### src/rtl/ack_bus_pkg.sv
// ack_bus_pkg: source IDs and scheduler state encoding shared by the ack bus arbiter.
package ack_bus_pkg;
    localparam int NUM_SRC = 4;
    localparam logic [1:0] ID_MEM  = 2'd0;
    localparam logic [1:0] ID_SHA  = 2'd1;
    localparam logic [1:0] ID_AES  = 2'd2;
    localparam logic [1:0] ID_CTRL = 2'd3;
    typedef enum logic [1:0] {IDLE, GRANT, GAP} state_t;
endpackage

### src/rtl/rr_pick4.sv
// rr_pick4: combinational rotate-priority picker, scanning IDs ptr+1, ptr+2, ... mod 4.
module rr_pick4 (
    input  logic [3:0] eligible,
    input  logic [1:0] ptr,
    output logic       valid,
    output logic [1:0] id
);
    logic [1:0] start;
    logic [3:0] rot;
    logic [1:0] off;
    always_comb begin
        start = ptr + 2'd1;
        rot = start == 2'd0 ? eligible :
              start == 2'd1 ? {eligible[0], eligible[3:1]} :
              start == 2'd2 ? {eligible[1:0], eligible[3:2]} :
                              {eligible[2:0], eligible[3]};
        off = rot[0] ? 2'd0 : rot[1] ? 2'd1 : rot[2] ? 2'd2 : 2'd3;
        valid = |eligible;
        id = start + off;
    end
endmodule

### src/rtl/ack_bus_rr_scheduler.sv
// ack_bus_rr_scheduler: round-robin ack bus owner with hold-until-drop, timeout release and turnaround gap.
module ack_bus_rr_scheduler
    import ack_bus_pkg::*;
#(
    parameter int TIMEOUT_CYCLES = 16,
    parameter int GAP_CYCLES     = 1
) (
    input  logic               clk,
    input  logic               rst_n,
    input  logic [NUM_SRC-1:0] req_i,
    output logic [NUM_SRC-1:0] grant_o,
    output logic [1:0]         winner_id_o,
    output logic               ack_event_o,
    output logic               bus_valid_n_o,
    output logic               busy_o,
    output logic               timeout_o
);
    localparam int CW = TIMEOUT_CYCLES > 0 ? $clog2(TIMEOUT_CYCLES + 1) : 1;
    localparam int GW = $clog2(GAP_CYCLES + 1);
    localparam logic [CW-1:0] CMAX = CW'(TIMEOUT_CYCLES > 0 ? TIMEOUT_CYCLES - 1 : 0);
    localparam logic [GW-1:0] GMAX = GW'(GAP_CYCLES - 1);

    state_t state, state_d;
    logic [NUM_SRC-1:0] grant_d, mask, mask_d, mask_set;
    logic [1:0] winner_d, rr_ptr, ptr_d, pick_id;
    logic [CW-1:0] cnt, cnt_d;
    logic [GW-1:0] gcnt, gcnt_d;
    logic pick_valid, ack_d, to_d;

    rr_pick4 u_pick (
        .eligible (req_i & ~mask),
        .ptr      (rr_ptr),
        .valid    (pick_valid),
        .id       (pick_id)
    );

    always_ff @(posedge clk or negedge rst_n) begin
        if (!rst_n) begin
            state         <= IDLE;
            grant_o       <= '0;
            winner_id_o   <= ID_MEM;
            ack_event_o   <= 1'b0;
            bus_valid_n_o <= 1'b1;
            busy_o        <= 1'b0;
            timeout_o     <= 1'b0;
            rr_ptr        <= ID_CTRL;
            mask          <= '0;
            cnt           <= '0;
            gcnt          <= '0;
        end else begin
            state         <= state_d;
            grant_o       <= grant_d;
            winner_id_o   <= winner_d;
            ack_event_o   <= ack_d;
            bus_valid_n_o <= ~|grant_d;
            busy_o        <= state_d != IDLE;
            timeout_o     <= to_d;
            rr_ptr        <= ptr_d;
            mask          <= mask_d;
            cnt           <= cnt_d;
            gcnt          <= gcnt_d;
        end
    end

    // A drop on the expiry cycle wins over the timeout: normal release, no mask.
    always_comb begin
        state_d  = state;
        grant_d  = grant_o;
        winner_d = winner_id_o;
        ptr_d    = rr_ptr;
        ack_d    = 1'b0;
        to_d     = 1'b0;
        cnt_d    = cnt;
        gcnt_d   = gcnt;
        mask_set = '0;
        case (state)
            IDLE: if (pick_valid) begin
                state_d  = GRANT;
                grant_d  = 4'b0001 << pick_id;
                winner_d = pick_id;
                ptr_d    = pick_id;
                ack_d    = 1'b1;
                cnt_d    = '0;
            end
            GRANT: begin
                cnt_d = (TIMEOUT_CYCLES != 0 && cnt != CMAX) ? cnt + 1'b1 : cnt;
                if (!req_i[winner_id_o]) begin
                    state_d = GAP;
                    grant_d = '0;
                    gcnt_d  = '0;
                end else if (TIMEOUT_CYCLES != 0 && cnt == CMAX) begin
                    state_d  = GAP;
                    grant_d  = '0;
                    gcnt_d   = '0;
                    to_d     = 1'b1;
                    mask_set = grant_o;
                end
            end
            GAP: if (gcnt == GMAX) state_d = IDLE; else gcnt_d = gcnt + 1'b1;
            default: state_d = IDLE;
        endcase
        mask_d = (mask & req_i) | mask_set;
    end
endmodule

### config.mk
export PLATFORM = sky130hd
export DESIGN_NAME = ack_bus_rr_scheduler
export DESIGN_NICKNAME = d
export VERILOG_FILES = /design/src/rtl/ack_bus_pkg.sv /design/src/rtl/rr_pick4.sv /design/src/rtl/ack_bus_rr_scheduler.sv
export SDC_FILE = /design/constraint.sdc
export NUM_CORES = 1
export LEC_CHECK = 0
export ABC_CLOCK_PERIOD_IN_PS = 3200
export BUFFER_PORTS_ARGS = -buffer_cell sky130_fd_sc_hd__buf_2
export CORE_ASPECT_RATIO = 0.6
export CORE_MARGIN = 2
export CORE_UTILIZATION = 40
export CTS_CLUSTER_DIAMETER = 50
export CTS_CLUSTER_SIZE = 25
export DETAILED_ROUTE_END_ITERATION = 16
export PLACE_DENSITY_LB_ADDON = 0.12
export SLEW_MARGIN = 30
export SYNTH_ARGS = -nofsm -noshare
export SYNTH_HDL_FRONTEND = slang
export SYNTH_SLANG_ARGS = --single-unit
### constraint.sdc
create_clock -name clk -period 3.2 [get_ports clk]
set_clock_uncertainty 0.15 [all_clocks]
set_input_delay 0.16 -clock clk [delete_from_list [all_inputs] [get_ports clk]]
set_output_delay 0.16 -clock clk [all_outputs]
set_load 0.005 [all_outputs]
### After elaboration in Yosys (flattened, before gate mapping)

Index checks and enable logic that the tools add are counted.

| word-level totals | value |
|---|---|
| output and inout port bits | 10 |
| bits of input ports | 6 |
| bits in registers | 24 |
| word-level logic and storage cells | 73 |

| cells by class | value |
|---|---|
| magnitude comparators | 1 |
| reduce and logical (&&, ||, !) cells | 11 |
| eq/ne operators | 9 |
| multiplexer cells | 32 |
| shift-type cells | 1 |
| bitwise operators | 4 |
| $add $sub $neg | 4 |

Operators with widths:

| operator | number |
|---|---|
| 4-bit 2-to-1 mux | 6 |
| 2-bit 2-to-1 mux | 6 |
| 1-bit 2-to-1 mux | 10 |
| 5-bit 2-to-1 mux | 2 |
| 5-bit one-hot mux with 2 select lines | 1 |
| 3-bit 2-to-1 mux | 3 |
| 4-bit AND | 2 |
| 4-bit one-hot mux with 2 select lines | 1 |
| 4-bit OR reduction | 2 |
| 2-bit one-hot mux with 3 select lines | 1 |
| 2-bit nonzero test | 3 |
| 5-bit by 1-bit adder with 5-bit output, second input constant | 1 |
| 5-bit by 4-bit == test with 1-bit output, second input constant | 1 |
| 5-bit by 4-bit inequality test with 1-bit output, second input constant | 1 |
| 2-bit by 1-bit == test with 1-bit output, second input constant | 2 |
| 2-bit == test, second input constant | 2 |
| 2-bit zero test | 2 |
| 2-bit inequality test, second input constant | 2 |
| 4-bit NOT | 1 |
| 4-bit bitwise OR | 1 |
| 2-bit AND reduction | 2 |
| 1-bit by 2-bit left shift with 4-bit output, first input constant | 1 |
| 2-bit by 3-bit less-than comparator with 1-bit output, second input constant | 1 |
| 3-bit inequality test, second input constant | 1 |
| other kinds (7) | 7 |

### Logic depth before layout (Yosys ltp)

| logic depth | value |
|---|---|
| word-level depth | 14 |
| gate-level depth with buffers | 10 |

### By module

Synthesis repeated with hierarchy kept, for this count alone.

| second synthesis, totals | value |
|---|---|
| cell total of the unflattened synthesis | 122 |
| area total of the unflattened synthesis | 1253.7 µm² |

By module, submodules not included:

| module | seq. area each (µm²) | area an instance (µm²) | times used | cells each |
|---|---|---|---|---|
| ack_bus_rr_scheduler | 579.3 | 1062.3 | 1 | 96 |
| rr_pick4 | 0.0 | 191.4 | 1 | 26 |

### Worst setup path before layout

OpenSTA, ideal clock, no wires.

| path | value |
|---|---|
| kind | reg-to-reg |
| start point | reg rr_ptr[0] |
| end point | reg grant_o[1] |
| stages on the path, launching flop included | 11 |
| setup time | 0.120 ns |
| clock period less this slack | 2.677 ns |
| buffers on the path | 0 |
| arrival | 2.407 ns |
| slack | 0.523 ns |
| required time | 2.930 ns |
| cells stage by stage | dfstp_2 -> inv_1 -> ha_1 -> nor4bb_1 -> a2111oi_2 -> or2_2 -> a22oi_1 -> ha_1 -> xor2_1 -> xnor2_2 -> a31o_1 |

| between the ends | value |
|---|---|
| word-level cells in the longest chain between the ends | 12 |
| elaborated cells on any way between the ends | 14 |
| those cells by class | 2 x add/sub; 2 x eq/ne; 1 x shift; 8 x mux; 1 x reduce/logical |

RTL lines:

| item | RTL line | text |
|---|---|---|
| from (decl) | ack_bus_rr_scheduler.sv:25 | `logic [1:0] winner_d, rr_ptr, ptr_d, pick_id;` |
| from (signal assigned) | ack_bus_rr_scheduler.sv:58 | `rr_ptr <= ptr_d;` |
| 2-bit by 1-bit adder with 2-bit output * | rr_pick4.sv:12 | `start = ptr + 2'd1;` |
| 2-bit == test | rr_pick4.sv:15 | `start == 2'd2 ? {eligible[1:0], eligible[3:2]} :` |
| 3-bit 2-to-1 mux | rr_pick4.sv:15 |  |
| 3-bit 2-to-1 mux | rr_pick4.sv:14 | `start == 2'd1 ? {eligible[0], eligible[3:1]} :` |
| 3-bit 2-to-1 mux | rr_pick4.sv:13 | `rot = start == 2'd0 ? eligible :` |
| 1-bit 2-to-1 mux | rr_pick4.sv:17 | `off = rot[0] ? 2'd0 : rot[1] ? 2'd1 : rot[2] ? 2'd2 : 2'd3;` |
| 2-bit 2-to-1 mux (2 in a row) | rr_pick4.sv:17 |  |
| 2-bit adder * | rr_pick4.sv:19 | `id = start + off;` |
| 1-bit by 2-bit left shift with 4-bit output * | ack_bus_rr_scheduler.sv:79 | `grant_d = 4'b0001 << pick_id;` |
| 4-bit 2-to-1 mux * | ack_bus_rr_scheduler.sv:77 | `IDLE: if (pick_valid) begin` |
| 4-bit one-hot mux with 2 select lines * | ack_bus_rr_scheduler.sv:76 | `case (state)` |
| via grant_d[1] | ack_bus_rr_scheduler.sv:24 | `logic [NUM_SRC-1:0] grant_d, mask, mask_d, mask_set;` |
| to (signal assigned) | ack_bus_rr_scheduler.sv:52 | `grant_o <= grant_d;` |
| to (decl) | ack_bus_rr_scheduler.sv:11 | `output logic [NUM_SRC-1:0] grant_o,` |

Mark *: on every way through the listed nets, which the timed path passes. The rest lies on a longest branch.
A chain may end at the register's enable or synchronous reset.

### Final worst setup path

| path | value |
|---|---|
| start point | reg rr_ptr[0] |
| end point | reg grant_o[0] |

Same word-level chain as after synthesis.

==> metrics.yaml <==
logic_synthesis:
  synth_edf_count: 0
  synth_top_family_by_area: "simple AND/OR/NAND/NOR gates"
  yosys.area_share.adder: 0.0640
  synth_area_um2: 1170
  synth_compound_area_frac: 0.165
  synth_simple_gate_area_share: 0.189
  ys_types: 35
  async_flop_share: 1.00
  synth_cells: 111
  synth.ff_latch_count: 23
  synth_nets: 123
  synth_area_per_cell_um2: 10.6
  seq_area_frac_synth: 0.494
  muxShareOfSynthArea: 0.0277
  yosys_warnings: 0
  synth_xor_xnor_area_share: 0.0288
  yosys_most_used_dff: "dfrtp_1"
worst_setup_path:
  critPathRequiredTime_ps: 3200
  cp-end-kind: "flip-flop"
  worst_setup_path_start_kind: "flip-flop"
  ff2ff_setup_slack_ps: 230
  r2r_start: "rr_ptr[0]$_DFFE_PN1P_"
  path_class: "reg2reg"
  path_max_fanout: 7
  worstSetupStartpoint: "rr_ptr[0]$_DFFE_PN1P_"
  r2r_cells: 10
  reg2reg_to: "grant_o[0]$_DFF_PN0_"
  critPathArrivalTime_ps: 2970
  cp-endpoint: "grant_o[0]$_DFF_PN0_"
sta:
  period_needed_ps: 2970
  finalHoldViolCount: 0
  rsz0062_at_grt: "false"
  worst_pin_slew_ps: 655
  tns_ps: 0
  min_period_over_period: 0.929
  clock.fmax_mhz: 336
  finalMaxSlewViolations: 0
  setup_viol: 0
  slew_headroom: 0.559
clock_network:
  clk_latency_ps: 260
  post_cts_resized: 0
  postCtsHoldBufs: 1
  cts_tree: "done"
  clock-sinks: 23
  post_cts_buffers: 0
  cts-root-buf: "clkbuf_8"
  clockBufferDepth: 2
  cts_made_buffers: 3
  cts.clk_slew.worst_paths_ps: 80
  htree_levels: 1
global_route:
  antenna_found_initial: 0
  grt_pass1_wl_um: 4170
  grt_max_degree: 24
  grt_pass1_vias: 838
  grt_overflow: 0
  grtUsageTotal: 0.171
worst_hold_path:
  hp-class: "in2reg"
detailed_routing:
  drtIter0Drc: 57
  avgViaCountPerCell: 5.04
  drt_first_pass_iters: 4
  vias: 857
  postRouteAntennaNets: 0
  route.detailed.drc: 0
  post_drt_wl_per_cell_um: 14.0
  wl_um: 2380
placed_design:
  gp_congestion: 0.735
  dp_hpwl_um: 1820
  place_area_um2: 1290
  portBuffers: 15
final_layout:
  finalInstanceArea_um2: 1350
  nets: 141
  diodes: 0
  layout-drive-gt1-share: 0.211
  fillers: 283
  syn_to_final_growth_pct: 14.6
floorplanning:
  die_h_um: 46.0
  io-pin-count: 16
  initial_utilization: 0.414
  die-area_um2: 3400
  core_um2: 2830
  row_count: 15
  die_x_um: 73.9
run_status:
  run_status: "complete, no violations"
power_and_ir_drop:
  pwr_density_cell_nw_per_um2: 985
  finalPower_mw: 1.32
  ir_drop_mv: 0.418
  power.leakage_nw: 0.652
flow_run:
  maxCapViolCount: 0
==> worst min-delay path by stage <==
stage | start | end | slack [ps] | cells after the start
after CTS | req_i[1] | mask[1]$_DFF_PN0_ | 4 | 2
after global routing | req_i[0] | mask[0]$_DFF_PN0_ | 20 | 2
after detailed placement | rst_n | ack_event_o$_DFF_PN0_ | 10 | 1
after floorplan | rst_n | ack_event_o$_DFF_PN0_ | -290 | 0
final | req_i[1] | mask[1]$_DFF_PN0_ | 20 | 2
after global placement | rst_n | cnt[0]$_DFFE_PN0P_ | 8 | 1
==> state kept, by name (all words and copies together) (netlist names) <==
name	cells
ack_event_o	1
bus_valid_n_o	1
busy_o	1
cnt	5
grant_o	4
mask	4
rr_ptr	2
state	2
timeout_o	1
winner_id_o	2
==> power breakdown <==
group | internal, mW | switching (mW) | total (mW)
clock | 0.0887 | 0.0856 | 0.174
sequential | 0.398 | 0.0709 | 0.469
combinational | 0.294 | 0.388 | 0.682
==> synthesized netlist by cell type (all sizes together), types with 3 or more instances <==
| cell | n | area [um2] |
|---|---|---|
| a22o | 4 | 35.0 |
| nand3 | 6 | 30.0 |
| inv | 7 | 26.3 |
| nand2 | 10 | 37.5 |
| dfstp | 3 | 78.8 |
| and3 | 3 | 18.8 |
| o21ai | 11 | 55.1 |
| nor2 | 4 | 15.0 |
| dfrtp | 20 | 500 |
| ha | 6 | 75.1 |
| clkbuf | 3 | 11.3 |
| nor2b | 3 | 18.8 |
| nand2b | 6 | 37.5 |
==> logic make-up (layout without fill, tap and decap cells) <==
kind of cell | Yosys count | in the layout
simple gates | 41 | 41
mux | 2 | 2
buf+inv | 10 | 27
fa+ha+maj | 6 | 6
xor+xnor | 3 | 3
flops | 23 | 23
compound gates | 26 | 26
==> worst max-delay path: stages, from the launching register on <==
cell       delay (ps)
dfstp_2           550
inv_1              70
ha_1              290
nor4b_1           390
a2111oi_2         110
or2_2             310
a22oi_1           190
ha_1              200
xor2_1            230
xnor2_2           150
a32o_1            230
==> cell usage in the layout (no fill, tap or decap), types with 2 or more instances in the layout <==
cell type / n
dfrtp_1: 20
buf_2: 15
nand2_1: 10
o21ai_0: 10
inv_1: 7
nand2b_1: 6
nand3_1: 6
ha_1: 6
a22o_1: 4
nor2_1: 4
nor2b_1: 3
and3_1: 3
dfstp_2: 3
clkbuf_8: 3
a22oi_1: 2
or2_2: 2
xor2_1: 2
a21oi_1: 2
==> routing by layer <==
layer	routed length [um]	vias to the layer above	global-route usage
met5	0	-	0
met4	18	0	0.0436
met3	155	2	0.0752
met1	1350	402	0.262
met2	861	25	0.213
li1	-	428	-
==> layout make-up <==
class | count | area, um2 | area share
inverters | 7 | 26.3 | 0.0195
repair buffers | 16 | 85.1 | 0.0633
multi-input cells | 78 | 557 | 0.414
clock buffers | 4 | 45.0 | 0.0335
well taps | 42 | 52.6 | 0.0391
flip-flops and latches | 23 | 579 | 0.431
==> metrics by stage <==
step	utilization	setup WS, ps	instances	hold WS (ps)
2_1_floorplan	-	523	111	-286
3_3_place_gp	0.455	340	165	8.45
3_5_place_dp	0.455	233	165	13.3
4_1_cts	0.475	214	170	4.10
5_1_grt	0.475	48.8	170	20.8
6_report	0.475	227	170	17.2
No activity file was read; power rests on OpenSTA's default activity.
